File: config.mk
export PLATFORM = sky130hd
export DESIGN_NAME = cordic_post_stage
export DESIGN_NICKNAME = d
export VERILOG_FILES = /design/src/rtl/cordic_pkg.sv /design/src/rtl/cordic_result_fifo.sv /design/src/rtl/cordic_post_stage.sv
export SDC_FILE = /design/constraint.sdc
export NUM_CORES = 1
export LEC_CHECK = 0
export ABC_CLOCK_PERIOD_IN_PS = 2400
export CAP_MARGIN = 20
export CORE_MARGIN = 1
export CORE_UTILIZATION = 52
export CTS_CLUSTER_SIZE = 16
export DETAILED_ROUTE_END_ITERATION = 16
export GPL_TIMING_DRIVEN = 0
export PLACE_DENSITY_LB_ADDON = 0.05
export RECOVER_POWER = 100
export SLEW_MARGIN = 20
export SYNTH_ARGS = -nofsm -noshare
export SYNTH_HDL_FRONTEND = slang
export SYNTH_SLANG_ARGS = --single-unit
File: constraint.sdc
create_clock -name clk -period 2.4 [get_ports clk]
set_clock_uncertainty 0.05 [all_clocks]
set_input_delay 0.24 -clock clk [delete_from_list [all_inputs] [get_ports clk]]
set_output_delay 0.24 -clock clk [all_outputs]
set_load 0.01 [all_outputs]
File: src/rtl/cordic_pkg.sv
// Shared constants and the result record for the CORDIC post stage.
// Angles are unsigned 9.8 fixed point in degrees.
package cordic_pkg;
    localparam int UOUT_W       = 16;
    localparam int UOUT_FRAC_W  = 8;
    localparam int SECTOR_W     = 2;
    localparam int PIPE_LAT     = 7;
    localparam int RES_W        = 17;
    localparam int RES_FIFO_DEP = 4;

    localparam logic [SECTOR_W-1:0] SECTOR_Q1 = 2'd0;
    localparam logic [SECTOR_W-1:0] SECTOR_Q2 = 2'd1;
    localparam logic [SECTOR_W-1:0] SECTOR_Q3 = 2'd2;
    localparam logic [SECTOR_W-1:0] SECTOR_Q4 = 2'd3;

    localparam logic [RES_W:0] ANGLE_90  = 18'd23040;
    localparam logic [RES_W:0] ANGLE_360 = 18'd92160;

    typedef struct packed {
        logic             mode;
        logic [RES_W-1:0] angle;
        logic [RES_W-1:0] y;
        logic [RES_W-1:0] x;
    } cordic_res_t;

    localparam int RES_REC_W = $bits(cordic_res_t);
endpackage

File: src/rtl/cordic_result_fifo.sv
// Show-ahead result FIFO with valid/ready read side and occupancy count.
// Head data reads as zero while empty so stale storage never leaks out.
module cordic_result_fifo #(
    parameter int WIDTH = 52,
    parameter int DEPTH = 4,
    parameter int LVL_W = $clog2(DEPTH) + 1
) (
    input  logic             clk_i,
    input  logic             rst_ni,
    input  logic             wr_en_i,
    input  logic [WIDTH-1:0] wr_data_i,
    output logic             rd_valid_o,
    input  logic             rd_ready_i,
    output logic [WIDTH-1:0] rd_data_o,
    output logic [LVL_W-1:0] level_o,
    output logic             full_o,
    output logic             empty_o
);
    localparam int PTR_W = $clog2(DEPTH);

    logic [WIDTH-1:0] mem_q [DEPTH];
    logic [PTR_W-1:0] wptr_q, wptr_d;
    logic [PTR_W-1:0] rptr_q, rptr_d;
    logic [LVL_W-1:0] level_q, level_d;
    logic             rd_fire, wr_fire;

    assign empty_o    = (level_q == '0);
    assign full_o     = (level_q == LVL_W'(DEPTH));
    assign rd_valid_o = ~empty_o;
    assign rd_data_o  = empty_o ? '0 : mem_q[rptr_q];
    assign level_o    = level_q;

    // A read in the same cycle frees the slot, so a full FIFO can still accept.
    assign rd_fire = rd_valid_o & rd_ready_i;
    assign wr_fire = wr_en_i & (~full_o | rd_fire);

    always_comb begin
        wptr_d  = wptr_q;
        rptr_d  = rptr_q;
        level_d = level_q;
        if (wr_fire) wptr_d = wptr_q + 1'b1;
        if (rd_fire) rptr_d = rptr_q + 1'b1;
        if (wr_fire && !rd_fire)      level_d = level_q + 1'b1;
        else if (!wr_fire && rd_fire) level_d = level_q - 1'b1;
    end

    always_ff @(posedge clk_i or negedge rst_ni) begin
        if (!rst_ni) begin
            wptr_q  <= '0;
            rptr_q  <= '0;
            level_q <= '0;
        end else begin
            wptr_q  <= wptr_d;
            rptr_q  <= rptr_d;
            level_q <= level_d;
        end
    end

    always_ff @(posedge clk_i) begin
        if (wr_fire) mem_q[wptr_q] <= wr_data_i;
    end
endmodule

File: src/rtl/cordic_post_stage.sv
// CORDIC post stage: valid tracking, quadrant unfolding, one recon register,
// and a result FIFO with a sticky drop flag.
module cordic_post_stage
    import cordic_pkg::*;
#(
    parameter int UNSIGNED_OUTPUT_WIDTH      = UOUT_W,
    parameter int UNSIGNED_OUTPUT_FRAC_WIDTH = UOUT_FRAC_W,
    parameter int SECTOR_FLAG_WIDTH          = SECTOR_W,
    parameter int PIPE_LATENCY               = PIPE_LAT,
    parameter int RESULT_WIDTH               = RES_W,
    parameter int FIFO_DEPTH                 = RES_FIFO_DEP
) (
    input  logic                             clk,
    input  logic                             reset,
    input  logic                             valid_in,
    input  logic [UNSIGNED_OUTPUT_WIDTH-1:0] degree_out,
    input  logic [UNSIGNED_OUTPUT_WIDTH-1:0] x_out,
    input  logic [UNSIGNED_OUTPUT_WIDTH-1:0] y_out,
    input  logic [SECTOR_FLAG_WIDTH-1:0]     sector_out,
    input  logic                             arctan_en_out,
    output logic                             res_valid,
    input  logic                             res_ready,
    output logic [RESULT_WIDTH-1:0]          res_x,
    output logic [RESULT_WIDTH-1:0]          res_y,
    output logic [RESULT_WIDTH-1:0]          res_angle,
    output logic                             res_mode,
    output logic                             overflow,
    output logic [$clog2(FIFO_DEPTH):0]      level
);
    localparam int LVL_W = $clog2(FIFO_DEPTH) + 1;
    localparam logic [RESULT_WIDTH:0] A90  = (RESULT_WIDTH+1)'(90) << UNSIGNED_OUTPUT_FRAC_WIDTH;
    localparam logic [RESULT_WIDTH:0] A180 = A90 << 1;
    localparam logic [RESULT_WIDTH:0] A270 = A90 + A180;
    localparam logic [RESULT_WIDTH:0] A360 = A90 << 2;

    logic [PIPE_LATENCY-1:0] vld_q;
    logic                    v_d;
    logic                    rv_q;
    cordic_res_t             rec_q, rec_d;

    logic [RESULT_WIDTH-1:0] x_ext, y_ext, rx, ry;
    logic [RESULT_WIDTH:0]   ofs, ang_sum, ang_wrap;

    logic             fifo_full, fifo_empty, rd_fire;
    cordic_res_t      head;
    logic [LVL_W-1:0] fifo_level;
    logic             overflow_q;

    always_ff @(posedge clk or negedge reset) begin
        if (!reset) vld_q <= '0;
        else        vld_q <= {vld_q[PIPE_LATENCY-2:0], valid_in};
    end
    assign v_d = vld_q[PIPE_LATENCY-1];

    always_comb begin
        x_ext = RESULT_WIDTH'(x_out);
        y_ext = RESULT_WIDTH'(y_out);
        rx    = x_ext;
        ry    = y_ext;
        ofs   = '0;
        case (sector_out)
            SECTOR_Q1: begin rx = x_ext;  ry = y_ext;  ofs = '0;   end
            SECTOR_Q2: begin rx = -y_ext; ry = x_ext;  ofs = A90;  end
            SECTOR_Q3: begin rx = -x_ext; ry = -y_ext; ofs = A180; end
            default:   begin rx = y_ext;  ry = -x_ext; ofs = A270; end
        endcase
        // Vectoring results are rotation invariant; only the angle is unfolded.
        if (arctan_en_out) begin
            rx = x_ext;
            ry = y_ext;
        end
        ang_sum  = (RESULT_WIDTH+1)'(degree_out) + ofs;
        ang_wrap = (ang_sum >= A360) ? ang_sum - A360 : ang_sum;

        rec_d       = '0;
        rec_d.x     = rx;
        rec_d.y     = ry;
        rec_d.angle = ang_wrap[RESULT_WIDTH-1:0];
        rec_d.mode  = arctan_en_out;
    end

    always_ff @(posedge clk or negedge reset) begin
        if (!reset) begin
            rv_q  <= 1'b0;
            rec_q <= '0;
        end else begin
            rv_q <= v_d;
            if (v_d) rec_q <= rec_d;
        end
    end

    cordic_result_fifo #(
        .WIDTH (RES_REC_W),
        .DEPTH (FIFO_DEPTH),
        .LVL_W (LVL_W)
    ) u_fifo (
        .clk_i      (clk),
        .rst_ni     (reset),
        .wr_en_i    (rv_q),
        .wr_data_i  (rec_q),
        .rd_valid_o (res_valid),
        .rd_ready_i (res_ready),
        .rd_data_o  (head),
        .level_o    (fifo_level),
        .full_o     (fifo_full),
        .empty_o    (fifo_empty)
    );

    assign rd_fire = res_valid & res_ready;

    always_ff @(posedge clk or negedge reset) begin
        if (!reset)                               overflow_q <= 1'b0;
        else if (rv_q && fifo_full && !rd_fire)   overflow_q <= 1'b1;
    end

    assign res_x     = head.x;
    assign res_y     = head.y;
    assign res_angle = head.angle;
    assign res_mode  = head.mode & ~fifo_empty;
    assign overflow  = overflow_q;
    assign level     = fifo_level;
endmodule

==> results of run 1 <==
-- worst paths after layout --
path	endpoint	startpoint	slack (ns)	cells past startpoint
hold reg to reg	vld_q[4]	vld_q[3]	0.31	0
max in group asynchronous	rec_q[21]	reset	0.32	3
setup reg to reg	rec_q[18]	vld_q[6]	-0.02	5
hold / removal	rec_q[5]	x_out[5]	0.008	3
setup / recovery	res_x[4]	u_fifo.rptr_q[0]	-0.07	7
min in group asynchronous	rec_q[38]	reset	0.49	2
-- state kept, by name (all words and copies together), names as in the netlist --
| register | count |
|---|---|
| overflow | 1 |
| rec_q | 52 |
| rv_q | 1 |
| u_fifo.level_o | 3 |
| u_fifo.mem_q | 208 |
| u_fifo.rptr_q | 2 |
| u_fifo.wptr_q | 2 |
| vld_q | 7 |
-- stage by stage --
step                      setup WS [ns]  hold slack, ns
after floorplan                  -0.380          -0.106
after global placement            -1.64           0.292
after detailed placement          -1.38           0.133
after CTS                        -0.145         0.00150
final                           -0.0724         0.00817
after global routing             -0.142          0.0314
-- cell type report --
cell class / count / area share [%]
multi-input combinational: 540 / 30.3
tap: 324 / 2.55
buffer: 61 / 2.18
antenna: 2 / 0.0314
inverter: 23 / 0.636
clock buffer: 43 / 5.13
sequential: 276 / 49.9
clock inverter: 9 / 0.401
timing repair buffer: 147 / 8.89
-- power breakdown --
group	total, mW	internal, mW	switching, mW	leakage, nW
sequential	6.68	6.25	0.424	2.71
clock	4.10	2.34	1.76	0.426
combinational	6.64	3.64	3.00	2.70
-- synthesized netlist by cell type (all sizes together), types with 3 or more instances --
master,n,area [um2]
edfxtp,208,6250
dfrtp,68,1700
and2,57,357
clkbuf,55,208
mux4,52,1170
nor2,50,188
nand2,45,169
a21oi,44,224
o21ai,30,150
inv,23,86.3
a221oi,20,175
xnor2,20,175
ha,19,238
buf,17,87.6
mux2,16,180
xor2,15,131
nand3,14,70.1
nor3,13,65.1
a31oi,12,75.1
and3,10,62.6
a22oi,9,67.6
o211ai,9,67.6
o31ai,9,72.6
or3,9,56.3
a21o,8,60.1
a211oi,7,62.6
a221o,7,70.1
a211o,6,52.6
nor4,6,58.8
or4,6,52.6
o22ai,4,25.0
mux2i,3,30.0
nor2b,3,18.8
nor4b,3,32.5
o2111ai,3,26.3
-- metal layers --
metal  global-route usage, %  up-vias  part of all wire (%)
li1                        -     3848                     -
met1                    37.3     4302                    43
met2                    42.4      359                    47
met3                    5.17       61                   7.1
met4                    7.81        0                   2.7
met5                       0        -                     0
-- placed cells by master, fill, tap and decap left out, types with 9 or more instances in the layout --
cell type / count
and2_4: 29
clkbuf_1: 46
buf_12: 9
mux4_2: 52
dfrtp_1: 65
a221oi_1: 19
o211ai_1: 9
buf_6: 31
ha_1: 13
and3_1: 10
nor2_1: 50
buf_4: 25
nand2_1: 43
a31oi_1: 12
and2_1: 26
nor3_1: 12
a21oi_1: 39
inv_1: 18
nand3_1: 13
a22oi_1: 9
clkdlybuf4s50_1: 34
mux2_2: 15
xnor2_1: 17
clkbuf_8: 9
xor2_1: 14
clkbuf_16: 28
buf_2: 34
edfxtp_1: 208
o21ai_0: 28
-- logic make-up after synthesis --
family / share of synthesized area, %
muxes: 10.8
xor gates and xnor gates: 2.40
adders and majority gates: 2.17
buffers and inverters: 2.98
DFF: 62.2
AOI/OAI and AO/OA: 10.1
and+or+nand+nor: 9.39
-- tightest hold or removal path: stages --
cell and delay, ns:
buf_6 0.11, o31a_1 0.15, o31ai_1 0.06
-- repair_timing --
action                                 in CTS  in global routing
endpoints found under the hold margin      68                  0
setup buffers                              33                  8
cloned                                      4                  0
gates resized for setup                   341                 58
pin swaps                                  23                 32
hold buffers                                1                  0
setup endpoints to repair                  93                 83
==> key figures, run 1 <==
Setup path
  – Startpoint types: register
  – Critical Setup Path Class: reg -> out
  – Slowest Stage Delay on Critical Path: around 0.43 ns
  – Bufs and invs on worst path: 5
  – Critical Path End Type: output port
  – Slowest-stage cell, CP: dfrtp_2
  – CP most frequent cell: buf_12
  – Worst path required time: 2.11 ns
  – CP top delay family: buffers and inverters
  – Worst-path fanout max: 6
  – CP Cell Sequence: buf_12, buf_12, buf_12, buf_6, mux4_2, and2_4, buf_6
  – Data arrival time of the worst path: 2.18 ns

Synthesis
  – Register bit total from synthesis: 276
  – Dominant synthesized flop cell: edfxtp_1
  – Distinct cells, synth: 66
  – Seq/Total Area, Yosys: 62.2%
  – Mapped Nets: between 900 and 1,000
  – Mapped Area: between 0.01 and 0.015 mm2
  – Post-synth EDFFs: 208
  – Synth Instances: 910
  – Ys async rst share: 24.6%
  – Syn_area_per_cell: 14.1 um2
  – Syn. warnings: 0

Timing
  – Worst slew pin tran: ~1.4 ns
  – Hold Vio Cnt, Final: 0
  – Final period utilization: 103%
  – RSZ-0062 raised after global routing: yes
  – Worst setup margin: -0.0724 ns
  – Worst rel slew slack: 6.18%
  – Max-slew violations: 0
  – Total Negative Setup Slacks: -0.293 ns
  – Final setup vio count: 5
  – Peak Freq: 0.404 GHz
  – Min Tclk post-route: 2.47 ns

Clock tree
  – Clk slew on worst S/H paths: about 0.060 ns
  – Clock root cell: clkbuf_16
  – Htree depth: 1
  – CTS max path bufs: 3
  – Latest clock arrival within the worst-skew pair: 0.55 ns
  – CTS Buf Count: 28
  – TritonCTS Sinks: approximately 280
  – CTS tree: done

Floorplanning
  – Chip width: 159 um
  – Initial core utilization: 52.7%
  – I/O pin count: 112
  – Die area: ~0.025 mm2
  – Num rows: 57
  – Die Span Y: 159 um
  – Area of the core: between 0.02 and 0.025 mm2

Final layout
  – Register area: 0.00795 mm2
  – Fin area: ~0.016 mm2
  – Nets: around 1,200
  – Final Util: 65.7%
  – Layout area overhead: 24.5%
  – Layout Cells excl Fill: 1,425
  – Share of cells above drive strength 1: 29.3%
  – Area of the multi-input gates: 0.00482 mm2
  – Fill cells: 1,851

Power
  – Power Total: 17.4 mW
  – Leakage: 5.84 nW
  – Peak supply drop: 0.000849 V
  – Pwr per Cell Area: 1090 mW/mm2

GRT
  – GRT Util Overall: 26.6%
  – Initial antenna violation count: 2
  – Gr ovfl total: 0
  – Number of global-route vias before repair: 8,561
  – Largest net degree at the start of global routing: 46
  – First-pass GRT wire length: 50.8 mm

Detailed routing
  – Detailed Routing Iterations Pass 1: 7
  – Post-detailed-route count of antenna-violating nets: 0
  – Drt drc: 0
  – Initial DRC count: 820
  – Routed WL per cell: ~23 um
  – Total number of vias: 8,570
  – Drt total wl: 33.2 mm
  – Vias/cell: 6.01

Placement
  – GPL Wtd Cong: ~0.93
  – HPWL Detailed: 21.6 mm
  – Port Buffers: 99
  – Placed Cells: around 1,300
  – Post-DP Area: 0.0144 mm2

Outcome
  – Failing checks: negative setup slack
  – Status: complete, but fails checks

Worst hold path
  – Min-Delay Path Class: in -> reg

Flow run
  – Max_cap viols: 0
No activity file was read; power rests on OpenSTA's default activity.
==> inputs of run 2 (changes only) <==
--- a/config.mk
+++ b/config.mk
@@ -9,12 +9,10 @@
 export CAP_MARGIN = 20
 export CORE_MARGIN = 1
 export CORE_UTILIZATION = 52
-export CTS_CLUSTER_SIZE = 16
 export DETAILED_ROUTE_END_ITERATION = 16
 export GPL_TIMING_DRIVEN = 0
 export PLACE_DENSITY_LB_ADDON = 0.05
 export RECOVER_POWER = 100
-export SLEW_MARGIN = 20
 export SYNTH_ARGS = -nofsm -noshare
 export SYNTH_HDL_FRONTEND = slang
 export SYNTH_SLANG_ARGS = --single-unit
==> run 2 against run 1 <==
The flow finishes with violations (max-capacitance violations, max-slew violations, negative setup slack). Cell area down 0.76%. Via count down 1.1%. Total power is essentially flat. First-iteration DRC count fell by 6.2%. Global-route usage is 0.15 points lower. Non-clock buffer count decreased by 10. Sequential share of layout area rose by 0.40 points. Worst hold slack gained 0.079 ns. Routed wire length decreased by 2.0%. Flip-flop and latch count did not move. Sequential power barely moved. Highest routed layer unchanged.
==> key figures, run 2 (same netlist as run 1, synthesis figures left out) <==
Floorplanning
  – Initial core utilization: 52.7% (unchanged)
  – Die Span Y: 159 um (unchanged)
  – I/O pin count: 112 (unchanged)
  – Num rows: 57 (unchanged)
  – Chip width: 159 um (unchanged)
  – Area of the core: 0.0242 mm2 (unchanged)
  – Die area: 0.0252 mm2 (unchanged)

Power
  – Clk pwr share: 23.5% (about the same)
  – Pwr per Cell Area: 1100 mW/mm2 (+0.76%)
  – Sequential cell fraction of total power: 38.3% (about the same)
  – Net Sw Frac: 29.3% (-0.44 points)
  – Leakage: 5.79 nW (-0.86%)
  – Pint: 12.3 mW (+0.62%)
  – Peak supply drop: 0.000676 V (-20%)
  – Power Total: 17.4 mW (about the same)
  – Logic pwr share: 38.2% (about the same)
  – P_sw: 5.10 mW (-1.5%)

Setup path
  – CP top delay family: buffers and inverters
  – Data arrival time of the worst path: 2.16 ns (-0.02 ns)
  – Slowest-stage cell, CP: dfrtp_4
  – Worst path required time: 2.11 ns (about the same)
  – Startpoint types: register
  – Critical Path End Type: output port
  – Bufs and invs on worst path: 4 (-1)
  – CP Cell Sequence: buf_8, buf_12, buf_8, mux4_2, and2_4, buf_6
  – Worst-path fanout max: 5 (-1)
  – Critical Setup Path Class: reg -> out
  – Slowest Stage Delay on Critical Path: 0.50 ns (+0.07 ns)
  – CP most frequent cell: buf_8

Timing
  – Worst rel slew slack: -13.7% (-20 points)
  – Total Negative Setup Slacks: -0.251 ns (+0.0422 ns)
  – Hold Vio Cnt, Final: 0 (unchanged)
  – Max-slew violations: 64 (+64)
  – Final setup vio count: 10 (+5)
  – Min Tclk post-route: 2.45 ns (-0.0194 ns)
  – RSZ-0062 raised after global routing: yes
  – Worst slew pin tran: 1.71 ns (+0.298 ns)
  – Worst setup margin: -0.0530 ns (+0.0194 ns)
  – Peak Freq: 0.408 GHz (+0.79%)
  – Final period utilization: 102% (-0.81 points)

Final layout
  – Share of cells above drive strength 1: 28.8% (-0.50 points)
  – Top Registers: u_fifo.mem_q x208, rec_q x52, vld_q x7
  – Nets: 1,142 (-0.95%)
  – Largest register FFs: 208 (unchanged)
  – Layout area overhead: 23.6%
  – Most frequent cells in the layout: edfxtp_1, dfrtp_1, mux4_2
  – Most common cell after layout, fill and taps aside: edfxtp_1
  – Biggest register: u_fifo.mem_q

Detailed routing
  – Routed WL per cell: 23.0 um (-1.1%)
  – Initial DRC count: 769 (-6.2%)
  – Detailed Routing Iterations Pass 1: 5 (-2)
  – Drt drc: 0 (unchanged)
  – Post-detailed-route count of antenna-violating nets: 0 (unchanged)
  – Vias/cell: 6.00 (-0.26%)
  – Total number of vias: 8,476 (-1.1%)
  – Drt total wl: 32.6 mm (-2.0%)

Clock tree
  – CTS max path bufs: 3 (unchanged)
  – Clock root cell: clkbuf_16
  – TritonCTS Sinks: 276 (unchanged)
  – CTS tree: done
  – Latest clock arrival within the worst-skew pair: 0.54 ns (about the same)
  – Clk slew on worst S/H paths: 0.06 ns (about the same)
  – CTS Buf Count: 28 (unchanged)
  – Htree depth: 1 (unchanged)

Placement
  – Port Buffers: 99 (unchanged)
  – HPWL Detailed: 20.7 mm (-3.9%)
  – GPL Wtd Cong: 0.933 (unchanged)

GRT
  – Grt peak-use layer: met2
  – Initial antenna violation count: 2 (unchanged)
  – Gr ovfl total: 0 (unchanged)
  – First-pass GRT wire length: 50.4 mm (-0.90%)
  – Grt met1 use: 35.7% (-1.7 points)
  – GRT Util Overall: 26.5% (-0.15 points)
  – GRT met3 Usage: 6.22% (+1.0 points)
  – M2 GR Usage: 42.0% (-0.44 points)
  – Number of global-route vias before repair: 8,626 (+0.76%)
  – Largest net degree at the start of global routing: 64 (+39%)

Flow run
  – Max_cap viols: 1 (+1)

Outcome
  – Failing checks: max-capacitance violations, max-slew violations, negative setup slack
  – Status: complete, but fails checks

Worst hold path
  – Min-Delay Path Class: in -> reg
## run 2: changes by cell type in the layout (fill, tap and decap cells not counted), sizes merged
| cell | previous run | this run |
|---|---|---|
| dlygate4sd2 | 2 | 1 |
| clkdlybuf4s50 | 34 | 41 |
| clkinvlp | 3 | 0 |
| clkinv | 6 | 8 |
| or3 | 10 | 9 |
| bufinv | 0 | 1 |
| dlymetal6s2s | 2 | 1 |
| dlygate4sd3 | 8 | 4 |
| clkdlybuf4s15 | 1 | 0 |
| buf | 107 | 102 |
| clkbuf | 97 | 91 |
## run 2: path summary, 6_finish.rpt
path	startpoint	to	slack, ns	cells past startpoint
worst max-delay path	u_fifo.rptr_q[0]	res_angle[13]	-0.05	6
worst min-delay path	y_out[6]	rec_q[23]	0.09	3
worst max register to register	vld_q[6]	rec_q[0]	0.10	5
worst min register to register	vld_q[5]	vld_q[6]	0.31	0
max in group asynchronous	reset	u_fifo.rptr_q[0]	0.34	3
min in group asynchronous	reset	rec_q[36]	0.62	3
## run 2: layer usage
metal / part of all wire, % / wire, um
met3: 7.9 / 2570
met2: 47 / 15300
met4: 3.5 / 1140
met1: 42 / 13600
met5: 0 / 0
## run 2: area by class of cell
class	instances	area [um2]
clock inverters	9	83.8
flip-flops and latches	276	7950
diodes	2	5.00
repair buffers	135	1310
fillers	1840	8450
plain buffers	63	369
multi-input cells	539	4800
inverters	23	98.8
clock buffers	42	783
well taps	324	405
## run 2: power groups by stage
stage / sequential [mW] / combinational [mW] / clock (mW)
final: 6.67 / 6.65 / 4.09
after global routing: 6.77 / 7.13 / 4.34
after CTS: 6.68 / 6.25 / 4.17
after detailed placement: 6.73 / 5.75 / 0
after global placement: 6.71 / 5.69 / 0
after floorplan: 6.59 / 3.31 / 0
## run 2: per-stage QoR
| stage | instances | hold WS (ns) | worst slack [ns] | instance area (um2) | utilization [%] |
|---|---|---|---|---|---|
| detailed placement | 1334 | 0.0252 | -1.37 | 14300 | 59.2 |
| CTS | 1410 | 0.0569 | -0.0941 | 15600 | 64.4 |
| floorplan | 910 | -0.106 | -0.380 | 12900 | - |
| global route | 1411 | 0.113 | -0.110 | 15800 | 65.1 |
| finish | 1413 | 0.0874 | -0.0530 | 15800 | 65.2 |
| global placement | 1333 | 0.292 | -1.64 | 14300 | 59.0 |
## run 2: worst min-delay path, stage by stage
cell and delay, ns:
buf_2 0.17, a221oi_2 0.13, nor2_1 0.10
## run 2: what timing repair did
| action | in CTS | in global routing |
|---|---|---|
| hold buffers | 3 | 0 |
| pin swaps | 23 | 23 |
| setup endpoints to repair | 92 | 271 |
| hold endpoints to repair | 69 | 0 |
| setup buffers | 24 | 7 |
| gates cloned | 4 | 0 |
| resized for setup | 331 | 75 |
